==> config.mk <==
export PLATFORM = sky130hd
export DESIGN_NAME = lcd_cmd_seq
export DESIGN_NICKNAME = d
export VERILOG_FILES = /design/src/rtl/lcd_pkg.sv /design/src/rtl/lcd_cmd_fifo.sv /design/src/rtl/lcd_cmd_seq.sv
export SDC_FILE = /design/constraint.sdc
export NUM_CORES = 1
export LEC_CHECK = 0
export CAP_MARGIN = 20
export CORE_MARGIN = 10
export CORE_UTILIZATION = 50
export CTS_BUF_LIST = sky130_fd_sc_hd__clkbuf_4
export CTS_CLUSTER_SIZE = 14
export DETAILED_ROUTE_END_ITERATION = 8
export PLACE_DENSITY = 0.76
export SYNTH_ARGS = -nofsm -noshare
export SYNTH_HDL_FRONTEND = slang
export SYNTH_SLANG_ARGS = --single-unit
export TNS_END_PERCENT = 30
==> constraint.sdc <==
create_clock -name clk -period 8 [get_ports clk]
set_input_delay 2 -clock clk [delete_from_list [all_inputs] [get_ports clk]]
set_output_delay 2 -clock clk [all_outputs]
set_load 0.02 [all_outputs]
==> src/rtl/lcd_pkg.sv <==
// lcd_pkg: command codes, sequencer states and image geometry shared by the LCD blocks
package lcd_pkg;
  localparam int IMG_W = 8;
  localparam int IMG_H = 8;
  localparam int IMG_PIX = IMG_W * IMG_H;
  localparam logic [3:0] CMD_WRITE = 4'h0;
  localparam logic [3:0] CMD_SHIFT_UP = 4'h1;
  localparam logic [3:0] CMD_SHIFT_DOWN = 4'h2;
  localparam logic [3:0] CMD_SHIFT_LEFT = 4'h3;
  localparam logic [3:0] CMD_SHIFT_RIGHT = 4'h4;
  localparam logic [3:0] CMD_MAX = 4'h5;
  localparam logic [3:0] CMD_MIN = 4'h6;
  localparam logic [3:0] CMD_AVERAGE = 4'h7;
  localparam logic [3:0] CMD_CCW = 4'h8;
  localparam logic [3:0] CMD_CW = 4'h9;
  localparam logic [3:0] CMD_MIRROR_X = 4'hA;
  localparam logic [3:0] CMD_MIRROR_Y = 4'hB;
  localparam logic [3:0] CMD_LAST_LEGAL = 4'hB;
  typedef enum logic [2:0] {ST_LOAD, ST_IDLE, ST_ISSUE, ST_GAP, ST_FIN, ST_DONE} seq_state_t;
endpackage

==> src/rtl/lcd_cmd_fifo.sv <==
// lcd_cmd_fifo: command FIFO with occupancy counter and synchronous flush
module lcd_cmd_fifo #(
  parameter int DEPTH = 8
) (
  input  logic                     clk,
  input  logic                     reset,
  input  logic                     flush,
  input  logic                     push,
  input  logic                     pop,
  input  logic [3:0]               din,
  output logic [3:0]               dout,
  output logic                     full,
  output logic                     empty,
  output logic [$clog2(DEPTH):0]   level
);
  localparam int AW = $clog2(DEPTH);
  logic [3:0] mem [DEPTH];
  logic [AW-1:0] wptr, rptr;
  logic [AW:0] cnt;
  logic do_push, do_pop;
  assign full = cnt == (AW+1)'(DEPTH);
  assign empty = cnt == '0;
  assign level = cnt;
  assign dout = mem[rptr];
  assign do_push = push && !full;
  assign do_pop = pop && !empty;
  always_ff @(posedge clk or negedge reset)
    if (!reset) begin
      wptr <= '0;
      rptr <= '0;
      cnt <= '0;
    end else if (flush) begin
      wptr <= '0;
      rptr <= '0;
      cnt <= '0;
    end else begin
      wptr <= do_push ? wptr + 1'b1 : wptr;
      rptr <= do_pop ? rptr + 1'b1 : rptr;
      cnt <= cnt + (AW+1)'(do_push) - (AW+1)'(do_pop);
    end
  always_ff @(posedge clk)
    if (do_push && !flush) mem[wptr] <= din;
endmodule

==> src/rtl/lcd_cmd_seq.sv <==
// lcd_cmd_seq: buffers host commands and issues them to the LCD controller when it is not busy
module lcd_cmd_seq
  import lcd_pkg::*;
#(
  parameter int DEPTH = 8,
  parameter int GAP = 1
) (
  input  logic                   clk,
  input  logic                   reset,
  input  logic [3:0]             host_cmd,
  input  logic                   host_valid,
  output logic                   host_ready,
  output logic [3:0]             cmd,
  output logic                   cmd_valid,
  input  logic                   busy,
  input  logic                   done,
  output logic                   seq_done,
  output logic [7:0]             issued_cnt,
  output logic [7:0]             drop_cnt,
  output logic [$clog2(DEPTH):0] fifo_level
);
  localparam int GW = $clog2(GAP + 1);
  seq_state_t state, state_nx;
  logic [GW-1:0] gap_cnt;
  logic [3:0] head;
  logic full, empty, pop, accept, legal;
  assign legal = host_cmd <= CMD_LAST_LEGAL;
  assign host_ready = !full && state != ST_FIN && state != ST_DONE;
  assign accept = host_valid && host_ready;
  assign seq_done = state == ST_DONE;
  lcd_cmd_fifo #(.DEPTH(DEPTH)) u_fifo (
    .clk(clk),
    .reset(reset),
    .flush(state == ST_FIN),
    .push(accept && legal),
    .pop(pop),
    .din(host_cmd),
    .dout(head),
    .full(full),
    .empty(empty),
    .level(fifo_level)
  );
  // LOAD issues directly once busy drops so the first strobe follows busy by one cycle
  always_comb begin
    state_nx = state;
    pop = 1'b0;
    case (state)
      ST_LOAD, ST_IDLE: if (!busy) begin
        pop = !empty;
        state_nx = empty ? ST_IDLE : ST_ISSUE;
      end
      ST_ISSUE: state_nx = cmd == CMD_WRITE ? ST_FIN : ST_GAP;
      ST_GAP: state_nx = gap_cnt == '0 ? ST_IDLE : ST_GAP;
      ST_FIN: state_nx = done ? ST_DONE : ST_FIN;
      default: state_nx = state;
    endcase
  end
  always_ff @(posedge clk or negedge reset)
    if (!reset) state <= ST_LOAD;
    else state <= state_nx;
  always_ff @(posedge clk or negedge reset)
    if (!reset) begin
      cmd <= '0;
      cmd_valid <= 1'b0;
      issued_cnt <= '0;
      drop_cnt <= '0;
      gap_cnt <= '0;
    end else begin
      cmd_valid <= pop;
      cmd <= pop ? head : cmd;
      issued_cnt <= pop && issued_cnt != 8'hFF ? issued_cnt + 8'd1 : issued_cnt;
      drop_cnt <= accept && !legal && drop_cnt != 8'hFF ? drop_cnt + 8'd1 : drop_cnt;
      gap_cnt <= state == ST_ISSUE ? GW'(GAP - 1) : state == ST_GAP && gap_cnt != '0 ? gap_cnt - 1'b1 : gap_cnt;
    end
endmodule

## After elaboration in Yosys (flattened, before gate mapping)

Memory sizes are Yosys's and may differ from the RTL's. A register that Yosys moved wholly into a read port is not among the register bits.
Cells that the tools add are included.

- Add/subtract/negate cells: 7
- Multipliers: 0
- Div/mod/pow operators: 0
- Magnitude comparators: 1
- Equality and inequality tests: 11
- Shift-type cells: 0
- Mux-type cells: 17
- Bitwise logic cells: 0
- Reduce and logical (&&, ||, !) cells: 25

Operators by type and width:

| kind | count |
|---|---|
| $mux 3 | 6 |
| $add 8x1->8 const B | 2 |
| $ne 8x8->1 const B | 2 |
| $pmux 3 s4 | 1 |
| $logic_and 1x1->1 | 11 |
| $logic_not 4->1 | 2 |
| $mux 1 | 7 |
| $add 3x1->3 const B | 2 |
| $eq 3x2->1 const B | 2 |
| $eq 3x3->1 const B | 2 |
| $ne 3x3->1 const B | 2 |
| $reduce_bool 2->1 | 3 |
| $logic_not 1->1 | 5 |
| $add 4x1->4 | 1 |
| $eq 4x4->1 const B | 1 |
| $le 4x4->1 const B | 1 |
| $mux 2 | 2 |
| $mux 4 | 1 |
| $reduce_bool 4->1 | 1 |
| $sub 4x1->4 | 1 |
| $eq 3x1->1 const B | 1 |
| $logic_not 3->1 | 1 |
| $ne 2x2->1 const B | 1 |
| $reduce_and 2->1 | 1 |
| other kinds (2) | 2 |

- Bits in registers: 31
- Latch bits: 0
- Bits in writable memories: 32
- Bits in read-only memories: 0
- Input bits: 9
- Output and inout port bits: 27
- Word-level logic and storage cells: 70
- Memories: 1

Memory list:

| memory | words | bits a word | rd ports | clocked after Yosys merged registers in | wr ports | line | RTL |
|---|---|---|---|---|---|---|---|
| u_fifo.mem | 8 | 4 | 1 | 1 | 1 | lcd_cmd_fifo.sv:17 | `logic [3:0] mem [DEPTH];` |

## Longest topological paths before layout

Gate-level depths: netlist (run 1).

- Word-level depth: 10
- Depth in mapped cells: 14
- Gate-level depth less buffers: 12

## By module

From an unflattened synthesis (run 1), not the netlist that was laid out.

- Cell total of the unflattened synthesis: 230
- Area, all modules: 3146.8 um2

Modules (own cells, without submodules):

| module | times used | cells each | area each (um2) | seq. area each (um2) |
|---|---|---|---|---|
| lcd_cmd_fifo | 1 | 120 | 1903.1 | 1211.2 |
| lcd_cmd_seq | 1 | 110 | 1243.7 | 625.6 |

## Worst setup path before layout (run 1)

OpenSTA, ideal clock, no wires.

- Path kind: input port to flip-flop
- Start point: input port busy
- End point: register u_fifo.cnt[1], in the netlist u_fifo.level[1]
- Arrival time: 3.902 ns
- Data required time: 7.881 ns
- Slack: 3.979 ns
- Cell stages on the path: 10
- Buffers on the path: 2
- Cells stage by stage: or3_1 > or2_1 > clkbuf_1 > clkbuf_1 > inv_1 > ha_1 > inv_1 > ha_1 > fa_1 > and2_1

- Longest elaborated chain between the ends: 5

RTL lines:

| item | line | RTL |
|---|---|---|
| start: declaration | lcd_cmd_seq.sv:15 | `input logic busy,` |
| $mux 1 | lcd_cmd_seq.sv:48 | `ST_LOAD, ST_IDLE: if (!busy) begin` |
| $mux 1 | lcd_cmd_seq.sv:47 | `case (state)` |
| $logic_and 1x1->1 | lcd_cmd_fifo.sv:26 | `assign do_pop = pop && !empty;` |
| $sub 4x1->4 | lcd_cmd_fifo.sv:39 | `cnt <= cnt + (AW+1)'(do_push) - (AW+1)'(do_pop);` |
| $mux 4 | lcd_cmd_fifo.sv:32 | `end else if (flush) begin` |
| end signal: assignment | lcd_cmd_fifo.sv:39 |  |
| end: declaration | lcd_cmd_fifo.sv:19 | `logic [AW:0] cnt;` |

No other way between the ends.
A chain may end at the register's enable or synchronous reset.

## Worst setup path in the final report (run 1)

- Start point: input port busy
- End point: register u_fifo.cnt[3], in the netlist u_fifo.level[3]

Same word-level chain as after synthesis.

==> results of run 1 <==
==> worst max path at each step <==
| stage | cells after the start | slack [ns] | end | startpoint |
|---|---|---|---|---|
| 2_1_floorplan | 10 | 3.98 | u_fifo.level[1] | busy |
| 3_3_place_gp | 5 | 3.38 | u_fifo.mem[1][0] | host_cmd[3] |
| 3_5_place_dp | 5 | 3.14 | u_fifo.mem[0][0] | host_cmd[2] |
| 4_1_cts | 5 | 3.58 | u_fifo.mem[0][2] | host_cmd[2] |
| 5_1_grt | 11 | 3.75 | u_fifo.level[3] | busy |
| 6_report | 11 | 3.90 | u_fifo.level[3] | busy |
==> worst reg2reg max path, delay by kind of cell (launching register included) <==
| family | cells | cell delay (ns) |
|---|---|---|
| XOR/XNOR | 1 | 0.17 |
| adder cells (fa/ha/maj) | 4 | 1.04 |
| buffers and inverters | 3 | 0.24 |
| flip-flops | 1 | 0.39 |
| AND/OR/NAND/NOR | 3 | 1.09 |
==> routing by layer <==
metal / track usage (%) / routed length [um] / part of all wire [%]
met4: 6.04 / 102 / 1.8
met5: 0 / 0 / 0
met1: 14.0 / 2400 / 43
met2: 20.6 / 2810 / 50
met3: 3.91 / 264 / 4.7
==> cell families after synthesis <==
| kind of cell | Yosys count | synth area share, % |
|---|---|---|
| AOI/OAI and AO/OA | 19 | 3.95 |
| xor gates and xnor gates | 12 | 3.49 |
| adders and majority gates | 11 | 4.83 |
| buffers and inverters | 18 | 2.54 |
| DFF | 67 | 61.1 |
| muxes | 19 | 9.94 |
| and+or+nand+nor | 80 | 14.2 |
==> cell usage after synthesis, types with 3 or more instances <==
master	number
dfrtp_1	35
edfxtp_1	32
nand2_1	20
nor2_1	15
ha_1	10
inv_1	10
nor3_1	9
mux4_2	8
nand2b_1	7
o21ai_0	7
xor2_1	7
clkbuf_1	5
mux2_1	5
nand3_1	5
xnor2_1	5
a21oi_1	4
mux2i_1	4
nor3b_1	4
and2_1	3
and3_1	3
==> report_power, final <==
group	total [mW]	switching, mW	internal [mW]
Sequential	0.545	0.0983	0.447
Combinational	0.499	0.249	0.251
Clock	0.218	0.124	0.0941
==> sequential cells by signal (all words and copies together) (netlist names) <==
name and cells:
u_fifo.rptr 3, u_fifo.wptr 3, cmd 4, state 3, cmd_valid 1, u_fifo.mem 32, u_fifo.level 4, issued_cnt 8
drop_cnt 8, gap_cnt 1
==> stage by stage <==
stage / hold WS, ns / utilization (%)
after floorplan: 0.488 / -
final: 0.517 / 60.6
after CTS: 0.520 / 60.5
after global placement: 0.487 / 58.2
after global routing: 0.549 / 60.6
after detailed placement: 0.494 / 58.2
==> area by class of cell <==
class                           instances  area [um2]
Fill cell                             474        2320
Sequential cell                        67        1840
Multi-Input combinational cell        141        1090
Timing Repair Buffer                   37         363
Tap cell                               75        93.8
Clock inverter                          7        68.8
Clock buffer                            9        67.6
Inverter                               11        41.3
==> flow_metrics.tcl, run 1 <==
set metrics [dict create \
    maxCapViolCount 0 \
    min_path_type "reg2reg" \
    row_count 28 \
    io_pins 36 \
    vias 1845 \
    clockBufferDepth 2 \
    critPathSlowestCell "clkdlybuf4s50_1" \
    place_hpwl_um 4100 \
    arrival_ns 4.36 \
    crit_path_max_incr_delay_ns 0.46 \
    period_share_pct 51.3 \
    synth.distinct_cells 45 \
    path_delay_family "simple AND/OR/NAND/NOR gates" \
    r2r_start "u_fifo.level[2]" \
    cts.repair_timing.setup_buffer_count 0 \
    numCtsBuffers 9 \
    r2r_setup_slack_ns 4.94 \
    crit_type "in2reg" \
    cp_num_buf_inv 3 \
    yosysTopAreaCellShare_pct 31.9 \
    core-area_um2 5890 \
    cts_sinks 67 \
    powerDensity_nw_per_um2 354 \
    path_cells "clkdlybuf4s50_1 -> or3_1 -> or2_1 -> inv_1 -> ha_1 -> inv_1 -> ha_1 -> a21o_1 -> a21oi_1 -> xnor2_1 -> nor2_1" \
    grt_pass1_vias 1910 \
    critPathLaunchType "input pin" \
    root_buffer "clkbuf_4" \
    setup_tns_ns 0 \
    syn-num-nets 246 \
    status "finished, final reports clean" \
    crit_fanout 14 \
    syn_area_um2 3010 \
    dieArea_um2 9520 \
    finalCriticalPeriod_ns 4.10 \
    die_w_um 97.6 \
    vias_per_cell 5.32 \
    end_kind "flop" \
    portBuffers 35 \
    setup_viol 0 \
    place.gp.congestion 0.795 \
    clkLatencyLatePin_ns 0.41 \
    hold_buffers 0 \
    grt_max_degree 36 \
    synth_seq_cells 67 \
    relSlewSlack_pct 48.2 \
    synth_top_area_cell "edfxtp_1" \
    synthCells 226 \
    ys_top_cells_by_area "edfxtp_1 (32%), dfrtp_1 (29%), mux4_2 (6.0%), ha_1 (4.2%), nand2_1 (2.5%)" \
    rsz0062_at_grt "no" \
    min_from "cmd[1]" \
    antenna_found_initial 0 \
    setup_ws_ns 3.90 \
    routed_wl_um 5580 \
    r2r_end "u_fifo.level[2]" \
    reg2reg_depth 11 \
    fin_cells 347 \
    ys_warn_count 0 \
    layout.nets 287 \
    synthFlopType "dfrtp_1" \
    peakVddDrop_mv 0.150 \
    synthArstFlopShare_pct 52.2 \
    htreeDepth 3 \
    dpl_cell_area_um2 3420 \
    diodes 0 \
    synth_edf_count 32 \
    min_path_cells 2 \
    wl_per_cell_um 16.1 \
    drtIter0Drc 60 \
    worst_pin_slew_ns 0.771 \
    start_util_pct 51.1 \
    synth_seq_area_share_pct 61.1 \
    cellLeakagePower_nw 1.41 \
    cp.required_ns 8.26 \
    clock_skew_ns 0.0139 \
    grt-ovfl-total 0 \
    clock.fmax_mhz 244 \
    track_usage_pct 12.4 \
    cts_tree "done" \
    grt_pass1_wl_um 9490 \
    layout_common_cells "dfrtp_1 (35), clkdlybuf4s50_1 (35), edfxtp_1 (32)" \
    area_growth_pct 18.6 \
    finalMaxSlewViolations 0 \
    pre_cts_slack_ns 3.14 \
    hold_end "cmd[1]" \
    drive_above_1_share_pct 12.1 \
    dp_cells 330 \
    synth.avg_cell_area_um2 13.3 \
    antenna_left 0 \
    cts-resized-gates 0 \
    drc_errors 0 \
    die_h_um 97.6 \
    power_mw 1.26 \
    dr.pass1.iters 4 \
    finalHoldViolations 0 \
    clk_pin_slew_ns 0.11 \
    stdcell_area_um2 3570 \
]
Power figures use the tool's default switching activity.
==> run 2, diff against run 1 <==
--- a/config.mk
+++ b/config.mk
@@ -11,7 +11,7 @@
 export CTS_BUF_LIST = sky130_fd_sc_hd__clkbuf_4
 export CTS_CLUSTER_SIZE = 14
 export DETAILED_ROUTE_END_ITERATION = 8
-export PLACE_DENSITY = 0.76
+export PLACE_DENSITY = 0.79
 export SYNTH_ARGS = -nofsm -noshare
 export SYNTH_HDL_FRONTEND = slang
 export SYNTH_SLANG_ARGS = --single-unit
==> constraint.sdc (replaced) <==
create_clock -name clk -period 3.7 [get_ports clk]
set_input_delay 0.925 -clock clk [delete_from_list [all_inputs] [get_ports clk]]
set_output_delay 0.925 -clock clk [all_outputs]
set_load 0.02 [all_outputs]
==> run 2 against run 1 <==
  * Worst setup slack lost 3.1 ns
  * First-iteration DRC count grew 27%
  * Die area is the same
  * Critical endpoint is now host_ready
  * Hold slack gained 0.012 ns
  * Count of clock-buffer cells in the layout is the same
  * Sequential power grew 120%
  * Routed wire length grew 3.3%
  * Sequential share of layout area shrank 0.45 points
  * Combinational power grew 120%
==> flow_metrics.tcl, run 2 (synthesis gave the netlist of run 1 again) <==
set metrics [dict create \
    die_h_um 97.6 \
    drive_above_1_share_pct 13.1 \
    min_path_type "reg2reg" \
    relSlewSlack_pct 48.6 \
    register_area_um2 1840 \
    p_sw_share_pct 38.1 \
    peakVddDrop_mv 0.318 \
    cts_sinks 67 \
    critPathLaunchType "flop" \
    antenna_left 0 \
    clockBufferDepth 2 \
    cp-endpoint "host_ready" \
    grt-ovfl-total 0 \
    start_util_pct 51.1 \
    track_usage_pct 12.7 \
    top_register "u_fifo.mem" \
    dr.pass1.iters 6 \
    clkPwrFrac_pct 18.6 \
    clock_skew_ns 0.0114 \
    diodes 0 \
    clock.fmax_mhz 340 \
    multi_input_area_um2 1090 \
    reg2reg_depth 11 \
    worst_pin_slew_ns 0.765 \
    drc_errors 0 \
    die_w_um 97.6 \
    layout.nets 289 \
    grt_pass1_vias 1921 \
    layout_common_cells "dfrtp_1 (35), clkdlybuf4s50_1 (35), edfxtp_1 (32)" \
    htreeDepth 3 \
    place.gp.congestion 0.781 \
    setup_viol 0 \
    r2r_setup_slack_ns 1.04 \
    finalHoldViolations 0 \
    period_share_pct 79.4 \
    end_kind "output port" \
    p_comb_share_pct 39.2 \
    r2r_end "u_fifo.level[2]" \
    seqPwrFrac_pct 42.2 \
    largest_reg_flops 32 \
    cp.required_ns 2.77 \
    setup_ws_ns 0.763 \
    portBuffers 35 \
    cellLeakagePower_nw 1.43 \
    dieArea_um2 9520 \
    p_int_mw 1.74 \
    root_buffer "clkbuf_4" \
    maxCapViolCount 0 \
    io_pins 36 \
    cts.repair_timing.setup_buffer_count 0 \
    nFillCells 472 \
    rsz0062_at_grt "no" \
    numCtsBuffers 9 \
    status "finished, final reports clean" \
    finalMaxSlewViolations 0 \
    cts-resized-gates 0 \
    r2r_start "u_fifo.level[2]" \
    antenna_found_initial 0 \
    crit_type "reg2out" \
    arrival_ns 2.01 \
    grt_max_degree 36 \
    powerDensity_nw_per_um2 779 \
    finalCriticalPeriod_ns 2.94 \
    drtIter0Drc 76 \
    core-area_um2 5890 \
    vias_per_cell 5.40 \
    setup_tns_ns 0 \
    routed_wl_um 5760 \
    row_count 28 \
    pre_cts_slack_ns 0.495 \
    wl_per_cell_um 16.5 \
    top_regs "u_fifo.mem: 32 flops, drop_cnt: 8 flops, issued_cnt: 8 flops" \
    clk_pin_slew_ns 0.12 \
    grt_pass1_wl_um 9690 \
    vias 1884 \
    cts_tree "done" \
    crit_start "u_fifo.level[2]" \
    clkLatencyLatePin_ns 0.42 \
    hold_buffers 0 \
    area_growth_pct 19.6 \
    p_switching_mw 1.07 \
    crit_fanout 3 \
    place_hpwl_um 4160 \
]
run 2: changes by cell type in the layout (fill, tap and decap cells not counted):
cell / previous run / this run
buf_4: 1 / 4
inv_6: 0 / 3
clkinv_2: 2 / 0
clkinv_4: 2 / 0
buf_2: 1 / 0
clkinv_1: 1 / 0
clkinvlp_4: 1 / 2
inv_8: 0 / 1
run 2: worst min-delay path by stage:
| stage | from | to | slack [ns] | cells past startpoint |
|---|---|---|---|---|
| after floorplan | state[2] | state[2] | 0.49 | 1 |
| after global placement | cmd[0] | cmd[0] | 0.49 | 2 |
| after detailed placement | cmd[1] | cmd[1] | 0.51 | 2 |
| after CTS | drop_cnt[5] | drop_cnt[5] | 0.53 | 1 |
| after global routing | drop_cnt[0] | drop_cnt[0] | 0.56 | 1 |
| final | drop_cnt[5] | drop_cnt[5] | 0.53 | 1 |
run 2: per-stage QoR:
step,util [%],power [mW],hold WS [ns],cells,area (um2)
floorplan,-,1.86,0.488,226,3010
global placement,58.6,2.27,0.490,333,3450
detailed placement,58.6,2.31,0.509,333,3450
CTS,61.1,2.83,0.530,349,3600
global route,61.1,3.00,0.564,349,3600
finish,61.1,2.80,0.529,349,3600
run 2: power groups by stage:
stage / clock network (mW) / registers, mW / logic [mW]
floorplan: 0 / 1.25 / 0.614
global placement: 0 / 1.19 / 1.08
detailed placement: 0 / 1.20 / 1.11
CTS: 0.525 / 1.18 / 1.12
global route: 0.569 / 1.22 / 1.22
finish: 0.521 / 1.18 / 1.10
run 2: cell type report:
class / instances / share of cell area [%]
Clock buffer: 9 / 1.88
Clock inverter: 7 / 2.30
Inverter: 11 / 1.15
Multi-Input combinational cell: 141 / 30.4
Sequential cell: 67 / 51.1
Tap cell: 75 / 2.61
Timing Repair Buffer: 39 / 10.6
run 2: worst max-delay path, stage by stage (launching register included):
cell	delay, ns
dfrtp_1	0.41
inv_1	0.11
ha_1	0.15
nor3b_1	0.30
nor2_1	0.09
clkdlybuf4s50_1	0.55
run 2: per-layer routing:
| layer | up-vias | track usage [%] | routed length [um] |
|---|---|---|---|
| met5 | - | 0 | 0 |
| met4 | 0 | 5.15 | 74 |
| met3 | 8 | 4.77 | 266 |
| met2 | 29 | 21.1 | 2990 |
| met1 | 940 | 14.3 | 2430 |
| li1 | 907 | - | - |
==> run 3, diff against run 2 <==
==> constraint.sdc (replaced) <==
create_clock -name clk -period 2.39 [get_ports clk]
set_input_delay 0.5975 -clock clk [delete_from_list [all_inputs] [get_ports clk]]
set_output_delay 0.5975 -clock clk [all_outputs]
set_load 0.02 [all_outputs]
==> run 3 against run 2 <==
  * Total power increased by 59%
  * Design area increased by 4.6%
  * Via count increased by 2.8%
  * Critical path depth grew 4
  * Combinational power increased by 66%
  * Die area unchanged
  * Sequential power rose by 55%
  * Clock power grew 51%
  * Critical endpoint is now u_fifo.level[1]
  * Largest power group unchanged
==> flow_metrics.tcl, run 3 (synthesis gave the netlist of run 1 again) <==
set metrics [dict create \
    place_hpwl_um 4230 \
    layout_common_cells "dfrtp_1 (34), clkdlybuf4s50_1 (33), edfxtp_1 (32)" \
    io_pins 36 \
    path_cells "clkdlybuf4s50_1 -> or3_4 -> or2_1 -> inv_1 -> ha_1 -> inv_1 -> ha_1 -> fa_1 -> and2_1" \
    maxCapViolCount 0 \
    clkLatencyLatePin_ns 0.42 \
    crit_type "in2reg" \
    routed_wl_um 5720 \
    top_regs "u_fifo.mem: 32 flops, drop_cnt: 8 flops, issued_cnt: 8 flops" \
    powerDensity_nw_per_um2 1180 \
    start_util_pct 51.1 \
    critPathLaunchType "input pin" \
    cts_tree "done" \
    crit_path_max_incr_delay_ns 0.43 \
    drc_errors 0 \
    htreeDepth 3 \
    vias_per_cell 5.29 \
    dp_cells 350 \
    vias 1936 \
    place.gp.congestion 0.794 \
    area_growth_pct 25.0 \
    register_area_um2 1840 \
    peakVddDrop_mv 0.492 \
    nFillCells 447 \
    cp.required_ns 2.70 \
    dieArea_um2 9520 \
    critPathSlowestCell "clkdlybuf4s50_1" \
    finalCriticalPeriod_ns 2.36 \
    root_buffer "clkbuf_4" \
    cts_sinks 67 \
    track_usage_pct 12.5 \
    status "finished, final reports clean" \
    largest_reg_flops 32 \
    final_core_utilization_pct 63.9 \
    drive_above_1_share_pct 20.6 \
    grt_max_degree 36 \
    wl_per_cell_um 15.6 \
    end_kind "flop" \
    multi_input_area_um2 1130 \
    drtIter0Drc 80 \
    numCtsBuffers 9 \
    period_share_pct 98.7 \
    clock.fmax_mhz 424 \
    clk_pin_slew_ns 0.12 \
    grt_pass1_vias 2045 \
    antenna_left 0 \
    layout.nets 306 \
    die_w_um 97.6 \
    rsz0062_at_grt "yes" \
    fin_cells 366 \
    cp_num_buf_inv 3 \
    die_h_um 97.6 \
    finalHoldViolations 0 \
    row_count 28 \
    grt-ovfl-total 0 \
    dr.pass1.iters 4 \
    relSlewSlack_pct 60.8 \
    diodes 0 \
    clock_skew_ns 0.0177 \
    worst_pin_slew_ns 0.589 \
    path_delay_family "adder cells" \
    cts.repair_timing.setup_buffer_count 0 \
    cellLeakagePower_nw 1.53 \
    whs_ns 0.517 \
    final_common_cell "dfrtp_1" \
    crit_fanout 2 \
    antenna_found_initial 0 \
    core-area_um2 5890 \
    setup_viol 0 \
    clockBufferDepth 2 \
    top_register "u_fifo.mem" \
    arrival_ns 2.67 \
    grt_pass1_wl_um 9680 \
    finalMaxSlewViolations 0 \
    min_path_type "reg2reg" \
    portBuffers 35 \
]
-- run 3: changes by cell type in the layout (fill, tap and decap cells not counted), moves of 2 or more --
cell,previous run,this run
buf_4,4,21
clkdlybuf4s50_1,35,33
clkinv_4,0,2
dlygate4sd2_1,0,2
nor3b_1,4,2
-- run 3: routing by layer --
metal	part of all wire (%)	vias up	global-route usage, %
li1	-	938	-
met1	42	948	13.7
met2	51	38	21.1
met3	4.5	12	3.49
met4	2.0	0	7.38
met5	0	-	0
-- run 3: worst paths after layout --
path                          start               to  slack, ns  cells after the start
min                          cmd[0]           cmd[0]       0.52                      2
min reg2reg                  cmd[0]           cmd[0]       0.52                      2
min in group asynchronous     reset      drop_cnt[6]       0.57                      2
max                            busy  u_fifo.level[1]       0.03                      9
max in group asynchronous     reset  u_fifo.level[2]       1.47                      2
max reg2reg                state[2]  u_fifo.level[1]       0.14                      8
-- run 3: per-stage QoR --
step	area (um2)	power (mW)	TNS (ns)	worst slack, ns
after floorplan	3040	2.93	-0.417	-0.148
after global placement	3590	3.62	-8.28	-0.342
after detailed placement	3590	3.70	-11.65	-0.406
after CTS	3750	4.47	0	0.0441
after global routing	3760	4.75	-0.181	-0.0441
final	3760	4.45	0	0.0305
-- run 3: what timing repair did --
action | CTS | global route
pin swaps | 0 | 0
setup endpoints to repair | 2 | 12
gates resized for setup | 3 | 3
hold buffers | 0 | 0
-- run 3: area by class of cell --
| cell class | instances | share of cell area, % |
|---|---|---|
| Clock buffer | 9 | 1.80 |
| Clock inverter | 7 | 2.23 |
| Inverter | 11 | 1.10 |
| Multi-Input combinational cell | 141 | 30.1 |
| Sequential cell | 67 | 48.9 |
| Tap cell | 75 | 2.50 |
| Timing Repair Buffer | 56 | 13.4 |
-- run 3: where the power goes --
| part | internal, mW | total (mW) | leakage (nW) | switching [mW] |
|---|---|---|---|---|
| Sequential | 1.50 | 1.83 | 0.726 | 0.338 |
| Clock | 0.336 | 0.785 | 0.0790 | 0.449 |
| Combinational | 0.940 | 1.83 | 0.728 | 0.890 |
| Total | 2.77 | 4.45 | 1.53 | 1.68 |
-- run 3: worst min-delay path: stages (launching register included) --
cell and delay, ns:
dfrtp_1 0.38, nand2_1 0.05, o21ai_0 0.06
